### src/rtl/vga_pkg.sv
// Shared timing constants, sync-polarity encoding and width helpers for the
// VGA timing generator and its pixel-side consumers.
package vga_pkg;

   localparam int DEF_H_VIS  = 640;
   localparam int DEF_H_FP   = 16;
   localparam int DEF_H_SYNC = 96;
   localparam int DEF_H_BP   = 48;
   localparam int DEF_V_VIS  = 480;
   localparam int DEF_V_FP   = 10;
   localparam int DEF_V_SYNC = 2;
   localparam int DEF_V_BP   = 33;

   typedef enum logic {
      SYNC_ACT_LOW  = 1'b0,
      SYNC_ACT_HIGH = 1'b1
   } sync_pol_e;

   function automatic int cnt_width(input int n);
      return (n < 2) ? 1 : $clog2(n);
   endfunction

   // Pin level for an internal active-high sync flag under the given polarity.
   function automatic logic sync_level(input logic act, input sync_pol_e pol);
      return act ~^ logic'(pol);
   endfunction

endpackage

### src/rtl/vga_timing_gen_if.sv
// Pixel request / colour return bus between the timing generator (master)
// and the per-pixel drawing logic (slave).
interface vga_timing_gen_if #(
   parameter int XW = 10,
   parameter int YW = 10,
   parameter int CW = 6
);
   logic [XW-1:0] x_out;
   logic [YW-1:0] y_out;
   logic          active_out;
   logic          line_start;
   logic          frame_start;
   logic [7:0]    frame_cnt;
   logic [CW-1:0] rgb_in;

   modport master (
      output x_out, y_out, active_out, line_start, frame_start, frame_cnt,
      input  rgb_in
   );

   modport slave (
      input  x_out, y_out, active_out, line_start, frame_start, frame_cnt,
      output rgb_in
   );
endinterface

### src/rtl/vga_delay_line.sv
// Clock-enable gated shift register with synchronous clear; DEPTH=0 is a wire.
module vga_delay_line #(
   parameter int WIDTH = 1,
   parameter int DEPTH = 1
) (
   input  logic             clk,
   input  logic             rst,
   input  logic             ce,
   input  logic [WIDTH-1:0] d,
   output logic [WIDTH-1:0] q
);

   generate
      if (DEPTH == 0) begin : g_wire
         logic unused_ok;
         assign unused_ok = ^{clk, rst, ce};
         assign q = d;
      end else begin : g_shift
         logic [WIDTH-1:0] sr [DEPTH];

         always_ff @(posedge clk) begin
            if (rst) begin
               for (int i = 0; i < DEPTH; i++) sr[i] <= '0;
            end else if (ce) begin
               sr[0] <= d;
               for (int i = 1; i < DEPTH; i++) sr[i] <= sr[i-1];
            end
         end

         assign q = sr[DEPTH-1];
      end
   endgenerate

endmodule

### src/rtl/vga_timing_gen.sv
// Parametrised VGA timing generator: raster counters, early pixel request
// stage, and sync/DE/colour re-alignment through a configurable delay.
module vga_timing_gen
   import vga_pkg::*;
#(
   parameter int H_VIS      = DEF_H_VIS,
   parameter int H_FP       = DEF_H_FP,
   parameter int H_SYNC     = DEF_H_SYNC,
   parameter int H_BP       = DEF_H_BP,
   parameter int V_VIS      = DEF_V_VIS,
   parameter int V_FP       = DEF_V_FP,
   parameter int V_SYNC     = DEF_V_SYNC,
   parameter int V_BP       = DEF_V_BP,
   parameter bit HS_POL     = 1'b0,
   parameter bit VS_POL     = 1'b0,
   parameter int COLOR_BITS = 2,
   parameter int PIPE_DELAY = 1
) (
   input  logic                    clk,
   input  logic                    rst,
   input  logic                    pix_ce,
   vga_timing_gen_if.master        pix,
   output logic                    vga_hs,
   output logic                    vga_vs,
   output logic                    vga_de,
   output logic [3*COLOR_BITS-1:0] vga_rgb
);

   localparam int H_TOTAL = H_VIS + H_FP + H_SYNC + H_BP;
   localparam int V_TOTAL = V_VIS + V_FP + V_SYNC + V_BP;
   localparam int XW      = cnt_width(H_TOTAL);
   localparam int YW      = cnt_width(V_TOTAL);
   localparam int HS_BEG  = H_VIS + H_FP;
   localparam int HS_END  = HS_BEG + H_SYNC;
   localparam int VS_BEG  = V_VIS + V_FP;
   localparam int VS_END  = VS_BEG + V_SYNC;

   localparam sync_pol_e HS_P = sync_pol_e'(HS_POL);
   localparam sync_pol_e VS_P = sync_pol_e'(VS_POL);

   generate
      if (H_FP == 0 || H_SYNC == 0 || H_BP == 0 ||
          V_FP == 0 || V_SYNC == 0 || V_BP == 0) begin : g_bad_timing
         $error("vga_timing_gen: porch and sync widths must be non-zero");
      end
      if (PIPE_DELAY < 0 || PIPE_DELAY > 7) begin : g_bad_delay
         $error("vga_timing_gen: PIPE_DELAY must be within 0..7");
      end
   endgenerate

   logic [XW-1:0] h;
   logic [YW-1:0] v;
   logic          h_last;
   logic          v_last;

   assign h_last = (h == XW'(H_TOTAL - 1));
   assign v_last = (v == YW'(V_TOTAL - 1));

   always_ff @(posedge clk) begin
      if (rst) begin
         h             <= '0;
         v             <= '0;
         pix.frame_cnt <= '0;
      end else if (pix_ce) begin
         if (h_last) begin
            h <= '0;
            v <= v_last ? '0 : v + 1'b1;
         end else begin
            h <= h + 1'b1;
         end
         if (h_last && v_last) pix.frame_cnt <= pix.frame_cnt + 8'd1;
      end
   end

   always_ff @(posedge clk) begin
      if (rst) begin
         pix.x_out       <= '0;
         pix.y_out       <= '0;
         pix.active_out  <= 1'b0;
         pix.line_start  <= 1'b0;
         pix.frame_start <= 1'b0;
      end else if (pix_ce) begin
         pix.x_out       <= h;
         pix.y_out       <= v;
         pix.active_out  <= (h < XW'(H_VIS)) && (v < YW'(V_VIS));
         pix.line_start  <= (h == '0);
         pix.frame_start <= (h == '0) && (v == '0);
      end
   end

   // Syncs are decoded from the request stage so they share its tick of latency
   // and line up with the colour returned for the same coordinate.
   logic hs_req;
   logic vs_req;

   always_comb begin
      hs_req = (pix.x_out >= XW'(HS_BEG)) && (pix.x_out < XW'(HS_END));
      vs_req = (pix.y_out >= YW'(VS_BEG)) && (pix.y_out < YW'(VS_END));
   end

   logic hs_d;
   logic vs_d;
   logic de_d;

   vga_delay_line #(
      .WIDTH (3),
      .DEPTH (PIPE_DELAY)
   ) u_align (
      .clk (clk),
      .rst (rst),
      .ce  (pix_ce),
      .d   ({hs_req, vs_req, pix.active_out}),
      .q   ({hs_d, vs_d, de_d})
   );

   always_ff @(posedge clk) begin
      if (rst) begin
         vga_hs  <= sync_level(1'b0, HS_P);
         vga_vs  <= sync_level(1'b0, VS_P);
         vga_de  <= 1'b0;
         vga_rgb <= '0;
      end else if (pix_ce) begin
         vga_hs  <= sync_level(hs_d, HS_P);
         vga_vs  <= sync_level(vs_d, VS_P);
         vga_de  <= de_d;
         vga_rgb <= de_d ? pix.rgb_in : '0;
      end
   end

endmodule

### src/flat_wrapper.sv
// flat-port wrapper written by rule: the top's interface ports become plain ports
module vga_timing_gen_flat import vga_pkg::*;
#(
   parameter int H_VIS      = DEF_H_VIS,
   parameter int H_FP       = DEF_H_FP,
   parameter int H_SYNC     = DEF_H_SYNC,
   parameter int H_BP       = DEF_H_BP,
   parameter int V_VIS      = DEF_V_VIS,
   parameter int V_FP       = DEF_V_FP,
   parameter int V_SYNC     = DEF_V_SYNC,
   parameter int V_BP       = DEF_V_BP,
   parameter bit HS_POL     = 1'b0,
   parameter bit VS_POL     = 1'b0,
   parameter int COLOR_BITS = 2,
   parameter int PIPE_DELAY = 1
)
  (clk, rst, pix_ce, vga_hs, vga_vs, vga_de, vga_rgb, pix_x_out, pix_y_out, pix_active_out, pix_line_start, pix_frame_start, pix_frame_cnt, pix_rgb_in);
  vga_timing_gen_if #(.XW(10), .YW(10), .CW(6)) pix_i ();
  input  logic clk;
  input  logic rst;
  input  logic pix_ce;
  output logic vga_hs;
  output logic vga_vs;
  output logic vga_de;
  output logic [3*COLOR_BITS-1:0] vga_rgb;
  output wire logic [$bits(pix_i.x_out)-1:0] pix_x_out;
  output wire logic [$bits(pix_i.y_out)-1:0] pix_y_out;
  output wire logic [$bits(pix_i.active_out)-1:0] pix_active_out;
  output wire logic [$bits(pix_i.line_start)-1:0] pix_line_start;
  output wire logic [$bits(pix_i.frame_start)-1:0] pix_frame_start;
  output wire logic [$bits(pix_i.frame_cnt)-1:0] pix_frame_cnt;
  input wire logic [$bits(pix_i.rgb_in)-1:0] pix_rgb_in;
  assign pix_x_out = pix_i.x_out;
  assign pix_y_out = pix_i.y_out;
  assign pix_active_out = pix_i.active_out;
  assign pix_line_start = pix_i.line_start;
  assign pix_frame_start = pix_i.frame_start;
  assign pix_frame_cnt = pix_i.frame_cnt;
  assign pix_i.rgb_in = pix_rgb_in;
  vga_timing_gen #(.H_VIS(H_VIS), .H_FP(H_FP), .H_SYNC(H_SYNC), .H_BP(H_BP), .V_VIS(V_VIS), .V_FP(V_FP), .V_SYNC(V_SYNC), .V_BP(V_BP), .HS_POL(HS_POL), .VS_POL(VS_POL), .COLOR_BITS(COLOR_BITS), .PIPE_DELAY(PIPE_DELAY)) u_core (.clk(clk), .rst(rst), .pix_ce(pix_ce), .pix(pix_i), .vga_hs(vga_hs), .vga_vs(vga_vs), .vga_de(vga_de), .vga_rgb(vga_rgb));
endmodule
### config.mk
export PLATFORM = sky130hd
export DESIGN_NAME = vga_timing_gen_flat
export DESIGN_NICKNAME = d
export VERILOG_FILES = /design/src/rtl/vga_pkg.sv /design/src/rtl/vga_timing_gen_if.sv /design/src/rtl/vga_delay_line.sv /design/src/rtl/vga_timing_gen.sv /design/src/flat_wrapper.sv
export SDC_FILE = /design/constraint.sdc
export NUM_CORES = 1
export LEC_CHECK = 0
export BUFFER_PORTS_ARGS = -buffer_cell sky130_fd_sc_hd__buf_2
export CORE_AREA = 2 2 93 68
export DETAILED_ROUTE_END_ITERATION = 10
export DIE_AREA = 0 0 95 70
export PLACE_DENSITY = 0.81
export SLEW_MARGIN = 20
export SYNTH_ARGS = -nofsm -noshare
export SYNTH_HDL_FRONTEND = slang
export SYNTH_HIERARCHICAL = 1
export SYNTH_SLANG_ARGS = --single-unit
### constraint.sdc
create_clock -name clk -period 3.2 [get_ports clk]
set_clock_uncertainty 0.15 [all_clocks]
set_input_delay 0.16 -clock clk [delete_from_list [all_inputs] [get_ports clk]]
set_output_delay 0.16 -clock clk [all_outputs]
set_load 0.01 [all_outputs]
==> impl_metrics.py, run 1 <==
metrics = {
    "status": {
        "status": "finished clean",
    },
    "timing": {
        "tightest_slew_ns": 0.7058,
        "slew_viol_final": 0,
        "finalSetupTns_ns": 0,
        "min_period_over_period_pct": 81.95,
        "fmax_mhz": 381.4,
        "finalSetupViolations": 0,
        "period_needed_ns": 2.622,
        "hold-worst-slack_ns": 0.2015,
        "slew_headroom_pct": 52.95,
        "rsz0062_at_grt": "no",
        "hold_viol": 0,
    },
    "clock_tree": {
        "cts.sinks": 63,
        "cts-buffers-inserted": 9,
        "clk_pin_slew_worst_paths_ns": 0.06,
        "post-cts-setup-buffer-count": 0,
        "cts_tree": "done",
        "clock_path_buffers": 2,
        "clock_latency_ns": 0.34,
        "cts_root_buf": "clkbuf_8",
        "htree_levels": 3,
    },
    "setup_path": {
        "crit_slowest_cell": "or4_4",
        "crit_required_ns": 3.31,
        "cp-end-kind": "flip-flop",
        "ff2ff_path_depth": 5,
        "worstReg2RegEnd": "u_core/v[9]$_SDFFE_PP0P_",
        "crit_arrival_ns": 2.73,
        "cp-start-kind": "flip-flop",
        "crit_buf_inv": 0,
        "crit_chain": "ha_1 -> nand4_1 -> or4_4 -> or4_1 -> a211oi_1",
        "slowest_delay_ns": 0.72,
        "reg2reg_from": "u_core/h[1]$_SDFFE_PP0P_",
        "crit_family": "simple AND/OR/NAND/NOR gates",
        "rrSetupSlack_ns": 0.58,
        "cp_max_fo": 20,
        "crit_type": "flip-flop to flip-flop",
    },
    "power_and_ir_drop": {
        "p_leak_uw": 0.001311,
        "ir_worst_vdd_mv": 0.2382,
        "power.switching_uw": 335.0,
        "p_seq_share_pct": 55.0,
        "switching_share_pct": 22.76,
        "p_comb_share_pct": 5.2,
        "clkPwrFrac_pct": 39.8,
        "p_per_area_mw_per_mm2": 455.9,
        "internal-power_uw": 1137,
    },
    "global_route": {
        "grt_antenna_before_repair": 0,
        "grt_max_degree": 43,
        "track_usage_pct": 18.96,
        "grt_pass1_wl_mm": 9.811,
        "grt_overflow": 0,
        "grt_pass1_vias": 2075,
    },
    "routing": {
        "drc": 0,
        "detail_route.first_pass.iterations": 4,
        "vias": 2342,
        "ant_nets": 0,
        "avgViaCountPerCell": 5.472,
        "finalWirelength_mm": 6.058,
        "avgRoutedWirePerCell_um": 14.15,
        "initialDrtViolationCount": 171,
    },
    "flow_run": {
        "maxCapViolations": 0,
    },
    "placement": {
        "portBuffers": 48,
        "hpwl_mm": 4.072,
        "gp_congestion": 0.8477,
    },
    "yosys": {
        "yosysTopAreaCell": "dfxtp_1",
        "synth_nets": 310,
        "synth_area_mm2": 0.002736,
        "ys_ff_latch": 63,
        "syn_inst": 296,
        "synth_compound_area_share_pct": 10.61,
        "synth_warnings": 6,
        "synth.yosys.seq_area_share_pct": 47.19,
        "synth_area_leaders": "dfxtp_1, mux2i_1, nor2_1",
        "synth-edff-count": 3,
        "synth_top_area_share_pct": 43.90,
        "syn_area_per_cell_um2": 9.245,
        "synth_xor_area_share_pct": 3.521,
        "synth.most_common_cell": "dfxtp_1",
        "yosys-mux-area-fraction_pct": 7.682,
        "synth_flop_cell": "dfxtp_1",
        "ys_async_sr_fraction_pct": 0,
        "synth_fa_ha_area_share_pct": 2.286,
        "synth_top_family_by_area": "simple AND/OR/NAND/NOR gates",
        "synth_cell_types": 41,
        "netlist_top_cells_count": "dfxtp_1, nor2_1, mux2i_1, nand2_1, clkbuf_1",
        "yosys.area_share.simple_pct": 24.46,
    },
    "die": {
        "ioPinCount": 49,
        "die_y_um": 70,
        "start_util_pct": 46.26,
        "die-width_um": 95,
        "die_area_mm2": 0.006650,
        "fp.coreArea_mm2": 0.005916,
        "row_count": 24,
    },
    "min_path": {
        "holdCritPathClass": "primary input to flip-flop",
        "hold_path_end": "u_core/pix.x_out[6]$_SDFFE_PP0P_",
        "hold_start": "rst",
        "hold_depth": 2,
    },
    "final_layout": {
        "layout-drive-gt1-share_pct": 18.57,
        "antenna_cells": 0,
        "fin_nets": 359,
        "syn_to_final_growth_pct": 17.97,
    },
}
worst register-to-register path: cells and delay by family, from the launching register on:
family,cells,cell delay [ns]
DFF,1,0.40
and+or+nand+nor,3,1.54
adders and majority gates,1,0.23
AOI/OAI and AO/OA,1,0.22
state kept, by name (all words and copies together) (netlist names):
signal and flops:
u_core/h 10, u_core/vga_rgb 6, u_core/v 10, u_core/vga_de 1, u_core/pix.line_start 1, u_core/pix.x_out 10, u_core/pix.frame_cnt 8, u_core/pix.y_out 10
u_core/vga_hs 1, u_core/pix.active_out 1, u_core/u_align/g_shift.sr 3, u_core/pix.frame_start 1, u_core/vga_vs 1
kinds of logic after synthesis:
kind of cell,after synthesis
xor gates and xnor gates,11
buffers and inverters,27
and+or+nand+nor,124
AOI/OAI and AO/OA,45
DFF,63
adders and majority gates,5
muxes,21
routing by layer:
layer  up-vias  share of wire (%)  track usage (%)
met2        59                 44            27.50
met3        12                5.2            6.257
met1      1108                 48            25.61
met5         -                  0                0
li1       1163                  -                -
met4         0                2.0            8.374
worst max path at each step:
stage / startpoint / endpoint / slack (ns) / cells past startpoint
2_1_floorplan: u_core/h[5]$_SDFFE_PP0P_ / u_core/pix.frame_cnt[3]$_SDFFE_PP0P_ / 0.77 / 6
3_3_place_gp: u_core/h[5]$_SDFFE_PP0P_ / u_core/v[9]$_SDFFE_PP0P_ / 0.65 / 4
3_5_place_dp: u_core/h[1]$_SDFFE_PP0P_ / u_core/v[9]$_SDFFE_PP0P_ / 0.59 / 5
4_1_cts: u_core/h[1]$_SDFFE_PP0P_ / u_core/v[9]$_SDFFE_PP0P_ / 0.58 / 5
5_1_grt: u_core/h[1]$_SDFFE_PP0P_ / u_core/v[9]$_SDFFE_PP0P_ / 0.46 / 5
6_report: u_core/h[1]$_SDFFE_PP0P_ / u_core/v[9]$_SDFFE_PP0P_ / 0.58 / 5
layout make-up:
cell class / count / area [um2]
fillers: 514 / 2688
multi-input cells: 206 / 1329
flip-flops and latches: 63 / 1291
repair buffers: 56 / 315.3
clock buffers: 15 / 156.4
well taps: 78 / 97.59
inverters: 9 / 33.78
clock inverters: 1 / 5.005
power groups by stage:
stage,Clock [uW],Combinational [uW],Sequential (uW)
after global placement,0,69.6,826
after detailed placement,0,71.4,826
final,585,77.2,809
after CTS,598,77.2,809
after floorplan,0,44.4,828
after global routing,634,84.2,810
stage by stage:
stage          instances  area (um2)  power, uW  setup slack [ns]  utilization, %
2_1_floorplan        296        2736      872.6            0.7687               -
3_3_place_gp         406        3007      895.6            0.6526           50.82
3_5_place_dp         406        3007      897.8            0.5869           50.82
4_1_cts              428        3228       1484            0.5812           54.57
5_1_grt              428        3228       1528            0.4642           54.57
6_report             428        3228       1472            0.5778           54.57
repair_timing:
item	in CTS	in global routing
hold endpoints to repair	6	0
resized for setup	0	0
hold buffers	6	0
cell usage in the layout, fill, tap and decap left out, drive strengths merged, types with 7 or more instances in the layout:
cell type,n
dfxtp,60
buf,50
nor2,38
mux2i,21
nand2,17
clkbuf,15
a21oi,14
nand3,11
or4,11
inv,9
o31ai,9
nor3,7
nor4,7
Power figures use the tool's default switching activity.
==> run 2, diff against run 1 <==
Settings changed: PLACE_DENSITY 0.81 to 0.84.
Clock period 3.2 ns to 2.4 ns, I/O delays scaled along.
==> impl_metrics.py, run 2 (synthesis results as in run 1) <==
metrics = {
    "global_route": {
        "grt_pass1_vias": 2347,
        "grt_pass1_wl_mm": 10.92,
        "grt_max_degree": 39,
        "grt_overflow": 0,
        "grt_antenna_before_repair": 0,
        "track_usage_pct": 21.34,
    },
    "die": {
        "start_util_pct": 46.26,
        "die_y_um": 70,
        "die_area_mm2": 0.006650,
        "fp.coreArea_mm2": 0.005916,
        "ioPinCount": 49,
        "die-width_um": 95,
        "row_count": 24,
    },
    "final_layout": {
        "final_cell_mix": "dfxtp_1, buf_2, nor2_1",
        "fin_cells": 445,
        "fin_nets": 377,
        "n_fill_cell": 499,
        "final_common_cell": "dfxtp_1",
        "layout-drive-gt1-share_pct": 23.71,
        "antenna_cells": 0,
        "syn_to_final_growth_pct": 24.78,
    },
    "setup_path": {
        "crit_arrival_ns": 2.56,
        "crit_chain": "or4b_4 -> or4_4 -> or4_1 -> a21oi_1",
        "crit_family": "simple AND/OR/NAND/NOR gates",
        "slowest_delay_ns": 0.60,
        "cp_max_fo": 5,
        "crit_type": "flip-flop to flip-flop",
        "crit_slowest_cell": "or4_4",
        "cp-start-kind": "flip-flop",
        "crit_buf_inv": 0,
        "crit_required_ns": 2.52,
        "cp-end-kind": "flip-flop",
    },
    "power_and_ir_drop": {
        "p_leak_uw": 0.001419,
        "total_power_uw": 2110,
        "ir_worst_vdd_mv": 0.3920,
        "p_per_area_mw_per_mm2": 617.8,
    },
    "routing": {
        "avgRoutedWirePerCell_um": 15.30,
        "detail_route.first_pass.iterations": 5,
        "initialDrtViolationCount": 204,
        "ant_nets": 0,
        "vias": 2509,
        "avgViaCountPerCell": 5.638,
        "finalWirelength_mm": 6.807,
        "drc": 0,
    },
    "timing": {
        "setup_ws_ns": -0.04593,
        "tightest_slew_ns": 0.5564,
        "fmax_mhz": 408.8,
        "finalSetupViolations": 1,
        "slew_viol_final": 0,
        "rsz0062_at_grt": "yes",
        "finalSetupTns_ns": -0.04593,
        "hold_viol": 0,
        "slew_headroom_pct": 62.91,
        "min_period_over_period_pct": 101.9,
        "hold-worst-slack_ns": 0.09716,
        "period_needed_ns": 2.446,
    },
    "placement": {
        "gp_congestion": 0.9036,
        "place_ws_ns": -0.02330,
        "place_inst": 422,
        "hpwl_mm": 4.508,
        "portBuffers": 48,
    },
    "clock_tree": {
        "cts-buffers-inserted": 9,
        "cts_tree": "done",
        "clk_pin_slew_worst_paths_ns": 0.07,
        "clock_latency_ns": 0.34,
        "post-cts-setup-buffer-count": 0,
        "clock_path_buffers": 2,
        "cts_root_buf": "clkbuf_8",
        "cts.sinks": 63,
        "htree_levels": 3,
    },
    "flow_run": {
        "maxCapViolations": 0,
    },
    "status": {
        "status": "finished, violations left",
        "violations": "setup timing",
    },
    "min_path": {
        "holdCritPathClass": "primary input to flip-flop",
    },
}
run 2: path summary, 6_finish.rpt:
path	depth (start not counted)	to	from	slack, ns
worst max-delay path	4	u_core/v[7]$_SDFFE_PP0P_	u_core/h[7]$_SDFFE_PP0P_	-0.05
worst min register to register	2	u_core/pix.line_start$_SDFFE_PP0P_	u_core/pix.line_start$_SDFFE_PP0P_	0.33
worst min-delay path	2	u_core/pix.x_out[2]$_SDFFE_PP0P_	rst	0.1
worst max register to register	4	u_core/v[7]$_SDFFE_PP0P_	u_core/h[7]$_SDFFE_PP0P_	-0.05
run 2: repair_timing:
item	in CTS	in global routing
resized for setup	0	3
setup endpoints to repair	1	5
pin swaps	1	5
hold buffers	6	0
endpoints found under the hold margin	6	0
gates cloned	0	2
run 2: layer usage:
metal  track usage, %  wire [um]
met5                0          0
met4            6.763        115
met3            7.551        507
met2            32.62       3192
met1            28.20       2992
run 2: final cells by class:
cell class / instances / area [um2] / share of cell area, %
multi-input cells: 208 / 1355 / 39.68
flip-flops and latches: 63 / 1291 / 37.82
repair buffers: 72 / 435.4 / 12.75
clock buffers: 13 / 191.4 / 5.606
well taps: 78 / 97.59 / 2.858
inverters: 9 / 33.78 / 0.9894
clock inverters: 2 / 10.01 / 0.2931
run 2: through the flow:
step | util, % | area (um2)
after floorplan | - | 2736
after global placement | 52.86 | 3127
after detailed placement | 52.86 | 3127
after CTS | 57.28 | 3388
after global routing | 57.72 | 3415
final | 57.72 | 3415
run 2: report_power, final:
part | total [uW] | switching (uW) | internal (uW)
Sequential | 1080 | 8.17 | 1070
Combinational | 115 | 66.3 | 48.3
Clock | 918 | 398 | 520
Total | 2110 | 473 | 1640
